## src/rtl/imem_fetch_ctrl.sv

```systemverilog
// Fetch sequencer: owns the pc, drives the instruction memory address and buffers
// returned words in a small prefetch FIFO for decode. Optional counters: FETCH_PERF_EN.
module imem_fetch_ctrl #(
  parameter logic [31:0] RESET_PC   = 32'h0000_0000,
  parameter int          MEM_BYTES  = 64,
  parameter int          FIFO_DEPTH = 2
) (
  input  logic        clk,
  input  logic        rst_n,
  input  logic        start,
  output logic [31:0] imem_addr,
  input  logic [31:0] imem_inst,
  input  logic        redirect_valid,
  input  logic [31:0] redirect_pc,
  output logic        fetch_valid,
  input  logic        fetch_ready,
  output logic [31:0] fetch_inst,
  output logic [31:0] fetch_pc,
  output logic        halted,
  output logic        misalign_err
`ifdef FETCH_PERF_EN
  ,
  output logic [31:0] perf_fetched,
  output logic [31:0] perf_stall
`endif
);

  localparam int PW = (FIFO_DEPTH > 1) ? $clog2(FIFO_DEPTH) : 1;
  localparam int CW = $clog2(FIFO_DEPTH) + 1;
  localparam logic [31:0]   LAST_PC = 32'(MEM_BYTES - 4);
  localparam logic [CW-1:0] DEPTH_C = CW'(FIFO_DEPTH);

  localparam logic [1:0] ST_IDLE = 2'd0;
  localparam logic [1:0] ST_RUN  = 2'd1;
  localparam logic [1:0] ST_HALT = 2'd2;

  logic [1:0]    state;
  logic [31:0]   pc;
  logic [PW-1:0] wr_ptr;
  logic [PW-1:0] rd_ptr;
  logic [CW-1:0] count;
  logic [31:0]   fifo_pc   [FIFO_DEPTH];
  logic [31:0]   fifo_inst [FIFO_DEPTH];

  logic pc_legal;
  logic running;
  logic redir;
  logic redir_aligned;
  logic pop;
  logic push;

  assign imem_addr     = pc;
  assign halted        = (state == ST_HALT);
  assign fetch_valid   = (count != '0);
  assign fetch_inst    = fifo_inst[rd_ptr];
  assign fetch_pc      = fifo_pc[rd_ptr];

  assign pc_legal      = (pc <= LAST_PC);
  assign running       = (state == ST_RUN);
  assign redir         = redirect_valid && (state != ST_IDLE);
  assign redir_aligned = (redirect_pc[1:0] == 2'b00);
  assign pop           = fetch_valid && fetch_ready;
  // A pop in the same cycle frees the slot, so a full FIFO can still stream.
  assign push          = running && !redir && pc_legal && ((count != DEPTH_C) || pop);

  // NOTE: sequential state uses non-blocking assignments only, so every flop
  // samples the pre-edge values regardless of statement order.
  always_ff @(posedge clk or negedge rst_n) begin
    if (!rst_n) begin
      state        <= ST_IDLE;
      pc           <= RESET_PC;
      misalign_err <= 1'b0;
    end else begin
      case (state)
        ST_IDLE: begin
          if (start) state <= ST_RUN;
        end
        ST_RUN, ST_HALT: begin
          if (redir) begin
            if (redir_aligned) begin
              pc    <= redirect_pc;
              state <= ST_RUN;
            end else begin
              state        <= ST_HALT;
              misalign_err <= 1'b1;
            end
          end else if (running && !pc_legal) begin
            state <= ST_HALT;
          end else if (push) begin
            pc <= pc + 32'd4;
          end
        end
        default: state <= ST_IDLE;
      endcase
    end
  end

  // NOTE: the FIFO storage is reset as well, so the head outputs read 0 out of
  // reset instead of whatever the storage powered up with.
  always_ff @(posedge clk or negedge rst_n) begin
    if (!rst_n) begin
      wr_ptr <= '0;
      rd_ptr <= '0;
      count  <= '0;
      for (int i = 0; i < FIFO_DEPTH; i++) begin
        fifo_pc[i]   <= '0;
        fifo_inst[i] <= '0;
      end
    end else if (redir) begin
      // A handshake in the same cycle is consumed and discarded with the flush.
      wr_ptr <= '0;
      rd_ptr <= '0;
      count  <= '0;
    end else begin
      if (push) begin
        fifo_pc[wr_ptr]   <= pc;
        fifo_inst[wr_ptr] <= imem_inst;
        wr_ptr            <= wr_ptr + PW'(1);
      end
      if (pop) rd_ptr <= rd_ptr + PW'(1);
      case ({push, pop})
        2'b10:   count <= count + CW'(1);
        2'b01:   count <= count - CW'(1);
        default: count <= count;
      endcase
    end
  end

`ifdef FETCH_PERF_EN
  always_ff @(posedge clk or negedge rst_n) begin
    if (!rst_n) begin
      perf_fetched <= '0;
      perf_stall   <= '0;
    end else begin
      if (push) perf_fetched <= perf_fetched + 32'd1;
      if (running && !redir && pc_legal && !push) perf_stall <= perf_stall + 32'd1;
    end
  end
`endif

endmodule

```

## config.mk

```make
export PLATFORM = sky130hd
export DESIGN_NAME = imem_fetch_ctrl
export DESIGN_NICKNAME = d
export VERILOG_FILES = /design/src/rtl/imem_fetch_ctrl.sv
export SDC_FILE = /design/constraint.sdc
export NUM_CORES = 1
export LEC_CHECK = 0
export CORE_MARGIN = 4
export CORE_UTILIZATION = 54
export CTS_CLUSTER_DIAMETER = 50
export DETAILED_ROUTE_END_ITERATION = 10
export GPL_TIMING_DRIVEN = 0
export PLACE_DENSITY = 0.89
export SETUP_SLACK_MARGIN = 0.05
export SYNTH_ARGS = -nofsm -noshare
export SYNTH_HDL_FRONTEND = slang
export SYNTH_SLANG_ARGS = --single-unit
```

## constraint.sdc

```tcl
create_clock -name clk -period 3.9 [get_ports clk]
set_input_delay 0.78 -clock clk [delete_from_list [all_inputs] [get_ports clk]]
set_output_delay 0.78 -clock clk [all_outputs]
set_load 0.005 [all_outputs]
```

* After elaboration in Yosys (flattened, before gate mapping)
Index checks and enable logic that the tools add are counted.
** Word-level totals
- Register bits :: 167
- Input port bits :: 69
- Output and inout port bits :: 99
** Operators by class
- $add $sub $neg :: 5
- $lt $le $gt $ge :: 4
- Equal/unequal tests :: 9
- Multiplexer cells :: 25
- Bitwise logic cells :: 4
- Reductions and logical operators :: 22
** Operator list (count)
- $mux W32 :: 11
- $bwmux W64 :: 2
- $add A32 B3 Y32 const B :: 1
- $demux W32 S1 :: 1
- $le A32 B6 Y1 const B :: 1
- $mux W2 :: 5
- $pmux W2 S2 :: 2
- $reduce_bool A2 Y1 :: 4
- $logic_and A1 B1 Y1 :: 7
- $ne A2 B2 Y1 const B :: 3
- $eq A2 B1 Y1 const B :: 2
- $eq A2 B2 Y1 const B :: 2
- $ge A2 B2 Y1 const B :: 2
- $logic_not A2 Y1 :: 2
- $mux W1 :: 4
- $not A1 Y2 :: 2
- $reduce_and A2 Y1 :: 2
- $reduce_and A4 Y1 :: 1
- $ne A3 B3 Y1 const B :: 1
- $reduce_and A3 Y1 :: 1
- $reduce_bool A3 Y1 :: 1
- $add A1 B1 Y1 const B :: 2
- $add A2 B1 Y2 const B :: 1
- $logic_not A1 Y1 :: 2
- 6 further kinds :: 7

* Depth between registers and ports, before layout
Gate-level depths: netlist of the first run.
- Word-level depth :: 9
- Depth in mapped cells :: 9
- Depth with buffers taken out :: 7

* Least setup slack after synthesis of the first run
No wires, ideal clock.
- Path type :: input to register
- From :: input port fetch_ready
- To :: register fifo_inst[2] in the netlist's numbering
- Setup time :: 0.125 ns
- Arrival :: 2.189 ns
- Setup slack :: 1.586 ns
- Stages :: 6
- Path through :: or3b_2 nand4_1 nor3_2 nand2_2 clkbuf_1 mux2_2
** On the way
- Longest elaborated chain between the ends :: 4
** RTL lines
- start, declared :: line 16 : input logic fetch_ready,
- $logic_and A1 B1 Y1 :: line 62 : assign pop = fetch_valid && fetch_ready;
- $logic_or A1 B1 Y1 :: line 64 : assign push = running && !redir && pc_legal && ((count != DEPTH_C) || pop);
- $logic_and A1 B1 Y1 :: line 64
- $reduce_and A2 Y1 (no source line)
- end signal, assigned by index :: line 117 : fifo_inst[wr_ptr] <= imem_inst;
- end, declared :: line 43 : logic [31:0] fifo_inst [FIFO_DEPTH];
No other way between the ends.
A chain may end at the register's enable or synchronous reset.

* Worst setup path in the final report of the first run
- From :: register rd_ptr
- To :: output port fetch_pc[4]
** On the way
- Longest elaborated chain between the ends :: 4
** RTL lines
- start, declared :: line 40 : logic [PW-1:0] rd_ptr;
- start signal, assigned :: line 120 : if (pop) rd_ptr <= rd_ptr + PW'(1);
- $not A1 Y2 (not written as such) :: line 56 : assign fetch_pc = fifo_pc[rd_ptr];
- $mux W32 (not written as such) (3 in a row) :: line 56
- end, declared :: line 18 : output logic [31:0] fetch_pc,
No other way between the ends. The select of a mux whose other input is x is not followed.

==> out/results.tsv, run 1 <==
stage	metric	value	unit
timing	finalCritPeriodShare	88.7	%
place	port_buffers	167	
worst_setup_path	criticalPathCategory	reg2out	
floorplan	fp.dieW	124	um
logic_synthesis	ys_seq_elements	167	
cells_and_area	final_nets	830	
run	drv_cap	0	
worst_setup_path	slowest_delay	0.58	ns
logic_synthesis	synth_area_per_cell	12.7	sq um
drt	drt_first_pass_iters	5	
global_routing	grt_pass1_wl	29300	um
floorplan	rows	41	
worst_setup_path	cp.required	3.12	ns
timing	finalSetupViolations	0	
global_routing	gr-usage-all-layers	25.0	%
timing	finalClockSkew	0.0108	ns
clock_tree	cts_setup_buffers	0	
cells_and_area	drive_gt1_share	20.4	%
global_routing	grt_pass1_vias	5648	
worst_setup_path	crit_top_cell	clkbuf_1	
global_routing	grt_max_degree	105	
clock_tree	cts.clk_slew.worst_paths	0.06	ns
drt	routed_wl	18000	um
floorplan	initial_core_util	56.1	%
global_routing	grt_remaining_overflow	0	
place	dp_hpwl	12700	um
clock_tree	cts_sinks	167	
drt	drc	0	
clock_tree	cts_max_path_buffers	2	
worst_setup_path	slowest_stage	clkbuf_1	
timing	period_needed	3.46	ns
worst_setup_path	critPathMaxFanout	10	
drt	postRouteAntennaNets	0	
worst_setup_path	crit_path_cell_trace	clkbuf_1 -> clkbuf_1 -> mux2_2 -> clkdlybuf4s50_1	
drt	wl_met1	7660	um
drt	wl_met3	1350	um
drt	viasPerCell	5.52	
clock_tree	cts_tree	built	
clock_tree	postCtsResizedCells	0	
timing	grt_setup_unrepaired	false	
timing	maxSlewHeadroom	38.4	%
clock_tree	cts_buffers	17	
timing	slew_violations	0	
power	peakVddDrop	0.376	mV
power	p_leak	4.50	nW
worst_setup_path	worstSetupStartpointType	flip-flop	
drt	drtIter0Drc	308	
logic_synthesis	yosysWarnings	0	
logic_synthesis	netlist_area	0.00722	sq mm
timing	max_slew.worst_pin.slew	0.925	ns
place	post-place-ws	0.722	ns
drt	wl_per_cell	19.2	um
drt	vias	5197	
logic_synthesis	synth_cell_types	44	
drt	wl_met2	8790	um
timing	hold_viol_final	0	
clock_tree	cts_max_level	4	
worst_setup_path	critPathBufInv	3	
floorplan	die_area	0.0153	sq mm
cells_and_area	nFillCells	808	
power	power	5.92	mW
floorplan	chipHeight	124	um
worst_setup_path	endpoint_kind	primary output	
floorplan	io_pins	168	
logic_synthesis	synthCells	569	
place	placed_cells	909	
timing	fin_ws	0.440	ns
run_status	status	completed	
logic_synthesis	synth_seq_area_share	57.8	%
global_routing	antenna_found_initial	0	
clock_tree	clock_latency	0.42	ns
cells_and_area	syn_to_final_growth	34.6	%
worst_setup_path	arrival	2.68	ns
power	power_density	609	mW/mm^2
cells_and_area	diodes	0	
cells_and_area	instances_no_fill	941	
timing	max_freq	289	MHz
clock_tree	cts_hold_buf	0	
floorplan	core	0.0129	sq mm
worst_setup_path	cpLargestDelayFamily	buffers and inverters	
clock_tree	root_buffer	clkbuf_16	
min_path	hold_class	in2async	
place	gp_congestion	0.910	
cells_and_area	utilization	75.5	%
logic_synthesis	synth_fp_nets	643	
drt	routed.top_layer	met4	
-- metal layers --
layer	global-route usage, %	up-vias
met1	32.2	2611
met4	7.40	0
met3	7.54	24
li1	-	2358
met2	41.0	204
met5	0	-
-- final timing paths --
check | startpoint | to | slack, ns | cells after the start
hold / removal | rst_n | fifo_inst[14] | 0.46 | 1
hold reg to reg | fifo_pc[12] | fifo_pc[12] | 0.48 | 1
min in group clk | fifo_pc[12] | fifo_pc[12] | 0.48 | 1
setup / recovery | rd_ptr | fetch_pc[4] | 0.44 | 4
max in group asynchronous | rst_n | imem_addr[22] | 2.61 | 2
setup reg to reg | imem_addr[8] | fifo_inst[38] | 1.27 | 7
-- placed cells by master, fill, tap and decap left out, types with 11 or more instances in the layout --
cell type          n
mux2_1            34
nor2_1            23
clkbuf_16         17
a21oi_1           12
clkbuf_1          18
nor2b_1           28
and2_1            28
clkdlybuf4s50_1  166
o21ai_0           11
dfrtp_1          167
mux2_2           106
nand2_1           51
-- kinds of logic (layout without fill, tap and decap cells) --
group / after synthesis / count (layout) / share of synthesized area [%]
AO/OA/AOI/OAI: 47 / 47 / 4.16
XOR/XNOR: 4 / 4 / 0.485
adder cells (fa/ha/maj): 5 / 5 / 0.866
buffers and inverters: 33 / 233 / 2.25
flip-flops: 167 / 167 / 57.8
multiplexers: 141 / 141 / 22.0
AND/OR/NAND/NOR: 172 / 172 / 12.4
-- registers in the layout (all words and copies together), names as in the netlist --
| name | cells |
|---|---|
| imem_addr | 32 |
| state | 2 |
| count | 2 |
| wr_ptr | 1 |
| fifo_inst | 64 |
| rd_ptr | 1 |
| misalign_err | 1 |
| fifo_pc | 64 |
-- report_power, final --
part,total [mW],switching (mW),internal [mW],leakage [nW]
Sequential,2.40,0.324,2.08,2.23
Combinational,1.88,0.791,1.09,1.99
Clock,1.64,0.667,0.973,0.278
-- synthesized netlist by cell type, drive strengths merged --
cell     number  area [sq um]
clkbuf       17          63.8
nor3          7          40.0
mux2        140          1580
nor4          7          43.8
nand2b        2          12.5
mux2i         1          10.0
nand3         8          40.0
or3           3          18.8
a311oi        1          8.76
nor2         24           106
a22o          1          8.76
and2         28           175
o2bb2ai       1          8.76
nor2b        28           175
o31ai         2          15.0
xnor2         3          26.3
xor2          1          8.76
a221oi        2          17.5
a2bb2oi       2          17.5
inv           4          15.0
or3b          1          8.76
a21oi        13          68.8
ha            5          62.6
nand4         8          50.1
dfrtp       167          4180
or2           1          6.26
nand2        52           198
nand3b        2          15.0
a211oi        1          7.51
o21bai        1          7.51
o211ai        2          15.0
o22ai         8          50.1
and4          1          8.76
o21ai        11          55.1
buf          12          83.8
o2111ai       1          8.76
o221a         1          11.3
-- final cells by class --
type / instances / area, sq um / share of cell area [%]
timing repair buffer: 168 / 1700 / 17.5
clock inverter: 12 / 128 / 1.31
clock buffer: 20 / 457 / 4.70
buffer: 29 / 148 / 1.52
tap: 172 / 215 / 2.21
sequential: 167 / 4180 / 43.0
multi-input combinational: 369 / 2880 / 29.6
inverter: 4 / 15.0 / 0.154
-- stage by stage --
stage	setup TNS (ns)	hold WS, ns	instance area (sq um)
6_report	0	0.461	9720
5_1_grt	0	0.497	9720
4_1_cts	0	0.485	9720
2_1_floorplan	0	0.447	7220
3_3_place_gp	-702.71	0.463	9110
3_5_place_dp	0	0.465	9140
No activity file was read; power rests on OpenSTA's default activity.
==> run 2: changes to the inputs <==
CAP_MARGIN = 20   (was default)
CORE_UTILIZATION = 50   (was 54)
PLACE_DENSITY = 0.84   (was 0.89)
clock period = 3.87 ns   (was 3.9 ns; I/O delays follow)
==> run 2 against run 1 <==
Die area grew 7.5%. First-iteration DRC count shrank 27%. Critical path depth is the same. Register-to-register slack is essentially flat. Design area shrank 0.31%. Worst setup slack lost 0.048 ns. Power shrank 1.4%. Sequential power is essentially flat. Combinational power is essentially flat. Non-clock buffer count is the same.
==> out/results.tsv, run 2 (synthesized netlist as in run 1, its figures left out) <==
stage	metric	value	unit	change
run_status	status	completed		
worst_setup_path	worstSetupStartpointType	flip-flop		
timing	max_freq	288	MHz	
cells_and_area	final_area	0.00969	sq mm	-0.31%
clock_tree	root_buffer	clkbuf_16		
floorplan	initial_core_util	51.4	%	-4.7 points
clock_tree	clock_latency	0.43	ns	about the same
power	p_leak	4.48	nW	-0.49%
drt	wl_per_cell	18.5	um	-3.6%
clock_tree	postCtsResizedCells	0		unchanged
drt	postRouteAntennaNets	0		unchanged
cells_and_area	final_nets	830		unchanged
timing	max_slew.worst_pin.slew	0.774	ns	-0.151 ns
cells_and_area	seqCellArea	0.00418	sq mm	unchanged
drt	vias	5162		-0.67%
timing	period_needed	3.48	ns	
floorplan	chipHeight	128	um	+3.7%
place	gp_congestion	0.849		-6.7%
place	port_buffers	167		unchanged
floorplan	die_area	0.0164	sq mm	+7.5%
global_routing	grt_max_degree	110		+4.8%
cells_and_area	multi_input_area	0.00288	sq mm	unchanged
cells_and_area	drive_gt1_share	20.4	%	unchanged
cells_and_area	layout_commonest_cell	dfrtp_1		
drt	routed_wl	17600	um	-2.7%
clock_tree	cts_setup_buffers	0		unchanged
worst_setup_path	critPathBufInv	3		unchanged
global_routing	antenna_found_initial	0		unchanged
timing	finalSetupViolations	0		unchanged
global_routing	gr-usage-all-layers	22.2	%	-2.7 points
worst_setup_path	cpLargestDelayFamily	buffers and inverters		
clock_tree	cts_tree	built		
worst_setup_path	criticalPathCategory	reg2out		
drt	drt_first_pass_iters	4		-1
clock_tree	cts.clk_slew.worst_paths	0.06	ns	about the same
worst_setup_path	arrival	2.70	ns	+0.02 ns
cells_and_area	instances_no_fill	949		+0.85%
worst_setup_path	crit_top_cell	clkbuf_1		
timing	finalClockSkew	0.0122	ns	+0.00142 ns
worst_setup_path	endpoint_kind	primary output		
worst_setup_path	crit_path_cell_trace	clkbuf_1 -> clkbuf_1 -> mux2_2 -> clkdlybuf4s50_1		
drt	drtIter0Drc	224		-27%
min_path	hold_class	in2async		
clock_tree	cts_buffers	17		unchanged
cells_and_area	syn_to_final_growth	34.2	%	
timing	maxSlewHeadroom	48.0	%	+9.6 points
place	dp_hpwl	12500	um	-2.0%
run	drv_cap	0		unchanged
worst_setup_path	cp.required	3.10	ns	-0.02 ns
floorplan	io_pins	168		unchanged
drt	viasPerCell	5.44		-1.5%
power	peakVddDrop	0.382	mV	+1.5%
clock_tree	cts_max_path_buffers	2		unchanged
timing	hold_viol_final	0		unchanged
floorplan	rows	43		+4.9%
timing	finalCritPeriodShare	89.9	%	
worst_setup_path	slowest_stage	clkbuf_1		
global_routing	grt_pass1_vias	5573		-1.3%
global_routing	grt_pass1_wl	28700	um	-2.1%
cells_and_area	diodes	0		unchanged
cells_and_area	mostFrequentLayoutCells	dfrtp_1 (167), clkdlybuf4s50_1 (166), mux2_2 (106)		
worst_setup_path	slowest_delay	0.54	ns	-0.04 ns
clock_tree	cts_max_level	4		unchanged
place	placed_cells	917		+0.88%
floorplan	fp.dieW	128	um	+3.7%
drt	drc	0		unchanged
clock_tree	cts_sinks	167		unchanged
floorplan	core	0.0140	sq mm	+9.1%
timing	grt_setup_unrepaired	false		
timing	slew_violations	0		unchanged
power	power_density	602	mW/mm^2	-1.1%
cells_and_area	nFillCells	978		+21%
place	placed_area	0.00915	sq mm	+0.11%
clock_tree	cts_hold_buf	0		unchanged
global_routing	grt_remaining_overflow	0		unchanged
worst_setup_path	critPathMaxFanout	10		unchanged
run 2: stage by stage:
step	total power, mW	setup TNS [ns]	util (%)	hold WS, ns	setup WS, ns
after detailed placement	4.31	0	65.2	0.463	0.729
final	5.84	0	69.0	0.321	0.393
after CTS	5.87	0	69.0	0.327	0.326
after global placement	4.22	-713.39	65.0	0.463	-4.29
after floorplan	3.24	0	-	0.447	1.56
after global routing	6.17	0	69.0	0.341	0.225
run 2: worst reg2reg max path: stages, from the launching register on:
cell	delay [ns]
dfrtp_1	0.45
nor4_1	0.33
nand4_1	0.28
or3_1	0.42
buf_2	0.21
nor2_8	0.24
buf_6	0.21
mux2_1	0.35
run 2: worst paths after layout:
check / start / to / slack (ns) / cells after the start
max in group asynchronous: rst_n / fifo_pc[29] / 2.64 / 2
worst max-delay path: rd_ptr / fetch_pc[4] / 0.39 / 4
worst max register to register: imem_addr[13] / fifo_inst[37] / 1.26 / 7
worst min register to register: fifo_pc[33] / fifo_pc[33] / 0.48 / 1
min in group clk: fifo_pc[33] / fifo_pc[33] / 0.48 / 1
worst min-delay path: rst_n / fifo_inst[42] / 0.32 / 1
run 2: area by class of cell:
class	instances	share of cell area, %
tap	180	2.32
clock buffer	19	4.57
inverter	4	0.155
clock inverter	13	1.05
timing repair buffer	168	17.5
sequential	167	43.1
multi-input combinational	369	29.7
buffer	29	1.52
run 2: per-layer routing:
layer	routed length (um)	GRT usage [%]	up-vias
met4	359	7.37	0
met1	6930	26.8	2539
met5	0	0	-
met2	8540	36.2	225
met3	1720	9.38	31
li1	-	-	2367
run 2: power by group:
part           switching (mW)  leakage [nW]  internal [mW]
Sequential              0.323          2.23           2.09
Clock                   0.695         0.256          0.841
Combinational           0.788          1.99           1.10
Total                    1.81          4.48           4.03
==> run 3: changes to the inputs <==
CORE_MARGIN = 2   (was 4)
==> run 3 against run 2 <==
Non-clock buffer count unchanged. Design area grew 0.22%. Register-to-register slack got worse by 0.03 ns. Highest routed layer unchanged. Critical path depth stayed put. Die area down 6.1%. Critical path type unchanged. Clock skew hardly changed. Worst hold slack better by 0.12 ns. Routed wire length barely moved. Fmax decreased by 0.16%. Largest power group unchanged. Flip-flop and latch count stayed put. Clock-buffer cell count shrank 1.
==> out/results.tsv, run 3 (synthesized netlist as in run 1, its figures left out) <==
stage	metric	value	unit	change
worst_setup_path	critPathBufInv	3		unchanged
worst_setup_path	crit_top_cell	clkbuf_1		
clock_tree	cts_tree	built		
worst_setup_path	crit_path_cell_trace	clkbuf_1 -> clkbuf_1 -> mux2_2 -> clkdlybuf4s50_1		
timing	maxSlewHeadroom	41.8	%	-6.2 points
global_routing	grt_pass1_vias	5560		-0.23%
cells_and_area	diodes	0		unchanged
place	dp_hpwl	12300	um	-1.8%
drt	drc	0		unchanged
cells_and_area	layout_commonest_cell	dfrtp_1		
global_routing	grt_max_degree	94		-15%
drt	wl_per_cell	18.5	um	about the same
clock_tree	cts_max_path_buffers	2		unchanged
global_routing	grt_pass1_wl	29300	um	+2.1%
global_routing	gr-usage-all-layers	23.6	%	+1.4 points
timing	finalCritPeriodShare	90.0	%	+0.15 points
floorplan	chipHeight	124	um	-3.1%
timing	grt_setup_unrepaired	false		
worst_setup_path	criticalPathCategory	reg2out		
timing	period_needed	3.48	ns	+0.00571 ns
timing	slew_violations	0		unchanged
cells_and_area	drive_gt1_share	20.5	%	+0.13 points
clock_tree	cts_setup_buffers	0		unchanged
clock_tree	cts.clk_slew.worst_paths	0.06	ns	about the same
drt	postRouteAntennaNets	0		unchanged
timing	hold_viol_final	0		unchanged
timing	finalSetupViolations	0		unchanged
cells_and_area	mostFrequentLayoutCells	dfrtp_1 (167), clkdlybuf4s50_1 (166), mux2_2 (106)		
drt	viasPerCell	5.48		+0.83%
drt	drt_first_pass_iters	5		+1
place	port_buffers	167		unchanged
place	gp_congestion	0.844		-0.53%
floorplan	io_pins	168		unchanged
worst_setup_path	cpLargestDelayFamily	buffers and inverters		
worst_setup_path	arrival	2.71	ns	about the same
floorplan	initial_core_util	51.6	%	+0.20 points
timing	fin_setup_tns	0	ns	unchanged
clock_tree	cts_hold_buf	0		unchanged
clock_tree	postCtsResizedCells	0		unchanged
timing	max_slew.worst_pin.slew	0.865	ns	+0.0919 ns
floorplan	core	0.0140	sq mm	-0.38%
worst_setup_path	slowest_delay	0.57	ns	+0.03 ns
run	drv_cap	0		unchanged
clock_tree	cts_max_level	4		unchanged
drt	routed_wl	17600	um	about the same
run_status	status	completed		
power	power	5.90	mW	+0.98%
worst_setup_path	cp.required	3.10	ns	about the same
power	p_leak	4.49	nW	+0.21%
timing	finalClockSkew	0.0124	ns	+0.000193 ns
worst_setup_path	slowest_stage	clkbuf_1		
cells_and_area	syn_to_final_growth	34.5	%	
min_path	hold_class	in2async		
global_routing	grt_remaining_overflow	0		unchanged
cells_and_area	utilization	69.5	%	+0.42 points
clock_tree	clock_latency	0.42	ns	about the same
clock_tree	root_buffer	clkbuf_16		
drt	drtIter0Drc	264		+18%
timing	max_freq	287	MHz	-0.16%
clock_tree	cts_sinks	167		unchanged
global_routing	antenna_found_initial	0		unchanged
floorplan	die_area	0.0154	sq mm	-6.1%
drt	vias	5205		+0.83%
worst_setup_path	critPathMaxFanout	10		unchanged
floorplan	rows	43		unchanged
worst_setup_path	worstSetupStartpointType	flip-flop		
cells_and_area	final_nets	830		unchanged
power	power_density	607	mW/mm^2	+0.76%
power	peakVddDrop	0.482	mV	+26%
floorplan	fp.dieW	124	um	-3.1%
clock_tree	cts_buffers	17		unchanged
worst_setup_path	endpoint_kind	primary output		
[run 3: cell types whose count changed in the layout (fill, tap and decap cells not counted), sizes merged]
cell,previous run,this run
clkinv,8,6
inv,5,6
bufinv,0,1
clkbuf,36,35
clkinvlp,4,5
[run 3: power breakdown]
part | internal [mW] | switching [mW]
Clock | 0.904 | 0.699
Combinational | 1.10 | 0.786
Sequential | 2.09 | 0.313
Total | 4.10 | 1.80
[run 3: final timing paths]
check,start,to,slack [ns],cells after the start
worst max register to register,state[0],imem_addr[14],1.23,8
worst max-delay path,rd_ptr,fetch_pc[4],0.39,4
worst min register to register,fifo_pc[7],fifo_pc[7],0.48,1
max in group asynchronous,rst_n,fifo_pc[56],2.59,2
worst min-delay path,rst_n,fifo_inst[7],0.44,1
min in group clk,fifo_pc[7],fifo_pc[7],0.48,1
[run 3: routing by layer]
metal | track usage [%] | up-vias | routed length, um
li1 | - | 2363 | -
met1 | 30.7 | 2572 | 7340
met2 | 38.5 | 245 | 8570
met3 | 7.44 | 25 | 1380
met4 | 6.48 | 0 | 276
met5 | 0 | - | 0
[run 3: final cells by class]
class / count / area [sq um]
Timing Repair Buffer: 168 / 1700
Inverter: 4 / 15.0
Tap cell: 180 / 225
Clock buffer: 18 / 439
Fill cell: 973 / 4270
Clock inverter: 14 / 126
Buffer: 29 / 148
Multi-Input combinational cell: 369 / 2880
Sequential cell: 167 / 4180
[run 3: worst register-to-register path, stage by stage (launching register included)]
cell	delay, ns
dfrtp_1	0.41
inv_1	0.10
ha_1	0.25
nor2b_1	0.33
nand2_1	0.13
nor3_1	0.63
clkbuf_1	0.44
nor2_1	0.11
a21oi_1	0.15
[run 3: through the flow]
stage                     instances  cell area, sq um  setup WS (ns)  hold WS (ns)
after floorplan                 569              7220           1.56         0.447
after global placement          916              9120          -4.37         0.463
after detailed placement        917              9150          0.688         0.466
after CTS                       949              9720          0.305         0.463
after global routing            949              9720          0.214         0.503
final                           949              9720          0.387         0.444
==> variant 1, RTL diff (config.mk and constraints of run 1) <==
`FIFO_DEPTH`: 2 -> 4.
--- a/src/rtl/imem_fetch_ctrl.sv
+++ b/src/rtl/imem_fetch_ctrl.sv
@@ -4,5 +4,5 @@
   parameter logic [31:0] RESET_PC   = 32'h0000_0000,
   parameter int          MEM_BYTES  = 64,
-  parameter int          FIFO_DEPTH = 2
+  parameter int          FIFO_DEPTH = 4
 ) (
   input  logic        clk,
Function: changed (Yosys sat finds a counterexample within 10 cycles, from zero or initial values and one cycle with rst_n low).
==> variant 1 against run 1 <==
  * Sequential share of layout area is 2.3 points higher
  * Wire length is 70% higher
  * Count of clock-buffer cells in the layout is 28 higher
  * Area after synthesis is 82% higher
  * Final cell count is 52% higher
  * First-iteration DRC count is 61% higher
  * Total power is 43% higher
  * Maximum frequency is 7.7% lower
  * Via count is 57% higher
  * Sequential cell count is 131 higher
  * Setup slack worse by 0.29 ns
  * Design area is 69% higher
  * Global-route usage is 1.7 points lower
==> variant 1: results (changes against run 1) <==
| Metric | Value |
|---|---|
| Status | `completed` |
| Met3 WL | `1.790 mm (+32%)` |
| Num CTS Buffers | `35 (+18)` |
| Worst R2R End | `fifo_inst[87]$_DFFE_PN0P_` |
| Max VDD drop | `364.0 uV (-3.2%)` |
| Via density | `5.716 (+3.5%)` |
| Placed inst area | `15290 um2 (+67%)` |
| Post-Place Worst Slack | `0.3972 ns (-0.3252 ns)` |
| Pin count of the biggest net entering global routing | `116 (+10%)` |
| Crit path capture | `fetch_pc[3]` |
| Syn_area_per_cell | `14.87 um2 (+17%)` |
| Proportion of layout cells with a drive suffix above 1 | `28.03% (+7.6 points)` |
| Synth Area in Compound Gates | `2.852% (-1.3 points)` |
| Total track usage | `23.33% (-1.7 points)` |
| CTS Buffer Depth | `3 (+1)` |
| GRT met2 Usage | `38.53% (-2.5 points)` |
| Most frequent cells after synthesis | `dfrtp_1, nor2b_1, mux2_2` |
| WL met2 | `15.06 mm (+71%)` |
| Sequential fraction of the synthesis area | `56.66% (-1.2 points)` |
| Nets | `1170 (+41%)` |
| Post-synth cell types | `47 (+6.8%)` |
| Net Sw Frac | `28.10% (-2.0 points)` |
| Sequential power share | `41.8% (+1.3 points)` |
| CP Launch Point | `rd_ptr[1]$_DFFE_PN0P_` |
| Worst endpoint data arrival time | `2.97 ns (+0.29 ns)` |
| M1 WL | `13.00 mm (+70%)` |
| Worst-Margin Slew | `0.9444 ns (+0.01983 ns)` |
| Worst R2R Start | `state[0]$_DFFE_PN0P_` |
| H-tree Lvls | `2 (-2)` |
| Global placement routability congestion | `0.8347 (-8.3%)` |
| Vias in the first global route | `9041 (+60%)` |
| Post-Syn Nets | `964 (+50%)` |
| Global-route wire length before repair | `49.42 mm (+69%)` |
| Area contributors post-synth | `dfrtp_1, mux4_2, mux2_4` |
| Post-DP HPWL | `19.96 mm (+57%)` |
| Detailed Route Iter0 Violations | `495 (+61%)` |
| Post-cts sizing count | `2 (+2)` |
| Average wire per standard cell | `21.37 um (+11%)` |
| Xor/xnor share of the synthesized area | `0.2662% (-0.22 points)` |
| Adder-cell share of the synthesized area | `1.008% (+0.14 points)` |
| Hold slack | `0.3799 ns (-0.08116 ns)` |
| Worst Skew | `0.01722 ns (+0.006429 ns)` |
| Post-Place Cells | `1373 (+51%)` |
| Met3 usage | `4.793% (-2.7 points)` |
| Switch Pwr | `2.386 mW (+34%)` |
| Power Combinational | `1.71 mW (-9%)` |
| GR Util met1 | `31.74% (-0.47 points)` |
| Root Driver | `clkbuf_16` |
| Routed WL | `30.60 mm (+70%)` |
| R2R setup slack | `1.10 ns (-0.17 ns)` |
| PnR worst setup slack | `0.1519 ns (-0.2885 ns)` |
-- variant 1: cell types whose count changed in the layout (fill, tap and decap cells not counted), sizes merged, moves of 4 or more --
| cell | delta |
|---|---|
| dfrtp | +131 |
| nor2b | +78 |
| mux4 | +64 |
| clkbuf | +34 |
| buf | +21 |
| and2 | -20 |
| mux2 | +13 |
| nand2 | -8 |
| and3 | +6 |
| o22a | +6 |
| inv | +5 |
| o22ai | +5 |
| ha | +4 |
-- variant 1: layout make-up --
class,instances,area (um2)
Clock inverter,11,115.1
Fill cell,1554,7293
Timing Repair Buffer,169,1732
Clock buffer,48,1037
Inverter,8,30.03
Multi-Input combinational cell,523,5284
Buffer,56,405.4
Tap cell,319,399.1
Sequential cell,298,7457
-- variant 1: logic make-up after synthesis --
kind of cell | after synthesis
AO/OA/AOI/OAI | 57
XOR/XNOR | 4
adder cells (fa/ha/maj) | 10
buffers and inverters | 64
flip-flops | 298
multiplexers | 219
AND/OR/NAND/NOR | 233
==> variant 2, RTL diff (flow settings as in run 1) <==
Made on the original files. Register the output `misalign_err` once more; this adds one clock of latency there. The other outputs are not delayed to match.
--- a/src/rtl/imem_fetch_ctrl.sv
+++ b/src/rtl/imem_fetch_ctrl.sv
@@ -35,4 +35,6 @@
   localparam logic [1:0] ST_HALT = 2'd2;
 
+  logic misalign_err_s0;
+
   logic [1:0]    state;
   logic [31:0]   pc;
@@ -70,5 +72,5 @@
       state        <= ST_IDLE;
       pc           <= RESET_PC;
-      misalign_err <= 1'b0;
+      misalign_err_s0 <= 1'b0;
     end else begin
       case (state)
@@ -83,5 +85,5 @@
             end else begin
               state        <= ST_HALT;
-              misalign_err <= 1'b1;
+              misalign_err_s0 <= 1'b1;
             end
           end else if (running && !pc_legal) begin
@@ -139,4 +141,8 @@
 `endif
 
+  always_ff @(posedge clk) begin
+    misalign_err <= misalign_err_s0;
+  end
+
 endmodule
 
Function: changed (a bounded check fails within 4 cycles, from zero or initial values and one cycle with rst_n low).
==> variant 2 against run 1 <==
  * Wire length shrank 1.3%
  * Final cell count rose by 0.53%
  * Total power is 1.2% higher
  * Setup slack got worse by 0.037 ns
  * Highest routed layer unchanged
  * Sequential cell count rose by 1
  * Design area is 0.51% higher
  * Clock skew barely moved
  * Area after synthesis increased by 0.28%
==> variant 2: results (changes against run 1) <==
| Metric | Value |
|---|---|
| Pin count of the biggest net entering global routing | `106 (+0.95%)` |
| Async SR Flop Fraction | `99.40% (-0.60 points)` |
| Global-route wire length before repair | `28.63 mm (-2.2%)` |
| Post-Place Worst Slack | `0.7570 ns (+0.03469 ns)` |
| Max VDD drop | `344.5 uV (-8.4%)` |
| Syn_area_per_cell | `12.71 um2 (+0.10%)` |
| Slowest cell delay on critical path | `0.56 ns (-0.02 ns)` |
| Worst endpoint data arrival time | `2.72 ns (+0.04 ns)` |
| Status | `completed` |
| Post-synth cell types | `45 (+2.3%)` |
| Via density | `5.492 (-0.57%)` |
| Mux cell area share after synthesis | `21.90% (-0.061 points)` |
| Sequential fraction of the synthesis area | `57.96% (+0.12 points)` |
| Post-DP HPWL | `12.66 mm (-0.62%)` |
| Final min period | `3.497 ns (+0.03715 ns)` |
| Pleak | `4.530 nW (+0.67%)` |
| Drt pass-1 iters | `4 (-1)` |
| Proportion of layout cells with a drive suffix above 1 | `20.13% (-0.29 points)` |
| Total track usage | `24.41% (-0.57 points)` |
| Vias in the first global route | `5601 (-0.83%)` |
| Detailed Route Iter0 Violations | `420 (+36%)` |
| Area contributors post-synth | `dfrtp_1, mux2_2, mux2_1` |
| Post-Place Cells | `914 (+0.55%)` |
| Nets | `831 (+0.12%)` |
| Layout Cells excl Fill | `946 (+0.53%)` |
| Adder-cell share of the synthesized area | `0.8636% (-0.0024 points)` |
## variant 2: cell count changes in the layout (fill, tap and decap cells not counted)
cell,delta
clkbuf_1,+2
bufinv_16,+1
clkbuf_8,+2
dfxtp_1,+1
clkinvlp_4,-3
clkinv_4,-2
## variant 2: through the flow
stage          power (mW)  hold WS (ns)
2_1_floorplan       3.225        0.3417
3_3_place_gp        4.218        0.3563
3_5_place_dp        4.297        0.3607
4_1_cts             6.039        0.3441
5_1_grt             6.323        0.3733
6_report            5.993        0.3392
## variant 2: power by group
part / switching [mW] / leakage [nW] / total, mW / internal (mW)
Sequential: 0.319 / 2.24 / 2.41 / 2.09
Clock: 0.634 / 0.300 / 1.70 / 1.07
Combinational: 0.788 / 1.99 / 1.88 / 1.09
## variant 2: logic make-up after synthesis
group           Yosys count
mux                     141
buf+inv                  33
compound gates           47
flops                   168
xor+xnor                  4
simple gates            172
fa+ha+maj                 5
## variant 2: worst register-to-register path, cell delays in order, from the launching register on
cell	delay, ns
dfrtp_1	0.42
nor4_1	0.37
nand4_1	0.27
or3_1	0.42
buf_2	0.21
nor2_8	0.25
buf_6	0.21
mux2_1	0.35
## variant 2: worst paths after layout
kind | endpoint | from | depth (start not counted)
max | fetch_pc[5] | rd_ptr$_DFFE_PN0P_ | 4
min | fifo_inst[49]$_DFFE_PN0P_ | rst_n | 1
max reg2reg | fifo_inst[52]$_DFFE_PN0P_ | imem_addr[8]$_DFFE_PN0P_ | 7
min reg2reg | misalign_err$_DFF_P_ | misalign_err_s0$_DFFE_PN0P_ | 0
max in group asynchronous | fifo_pc[57]$_DFFE_PN0P_ | rst_n | 2
min in group clk | misalign_err$_DFF_P_ | misalign_err_s0$_DFFE_PN0P_ | 0
## variant 2: layer usage
layer	share of wire [%]	GRT usage (%)	wire length, um
met1	41	30.20	7294
met2	48	40.11	8639
met3	8.3	7.720	1473
met4	2.3	9.481	410
met5	0	0	0
## variant 2: layout make-up
cell class | instances | share of cell area (%)
multi-input cells | 369 | 29.49
inverters | 4 | 0.1536
well taps | 176 | 2.253
plain buffers | 29 | 1.511
repair buffers | 168 | 17.40
clock buffers | 24 | 5.031
flip-flops and latches | 168 | 42.96
clock inverters | 8 | 1.203
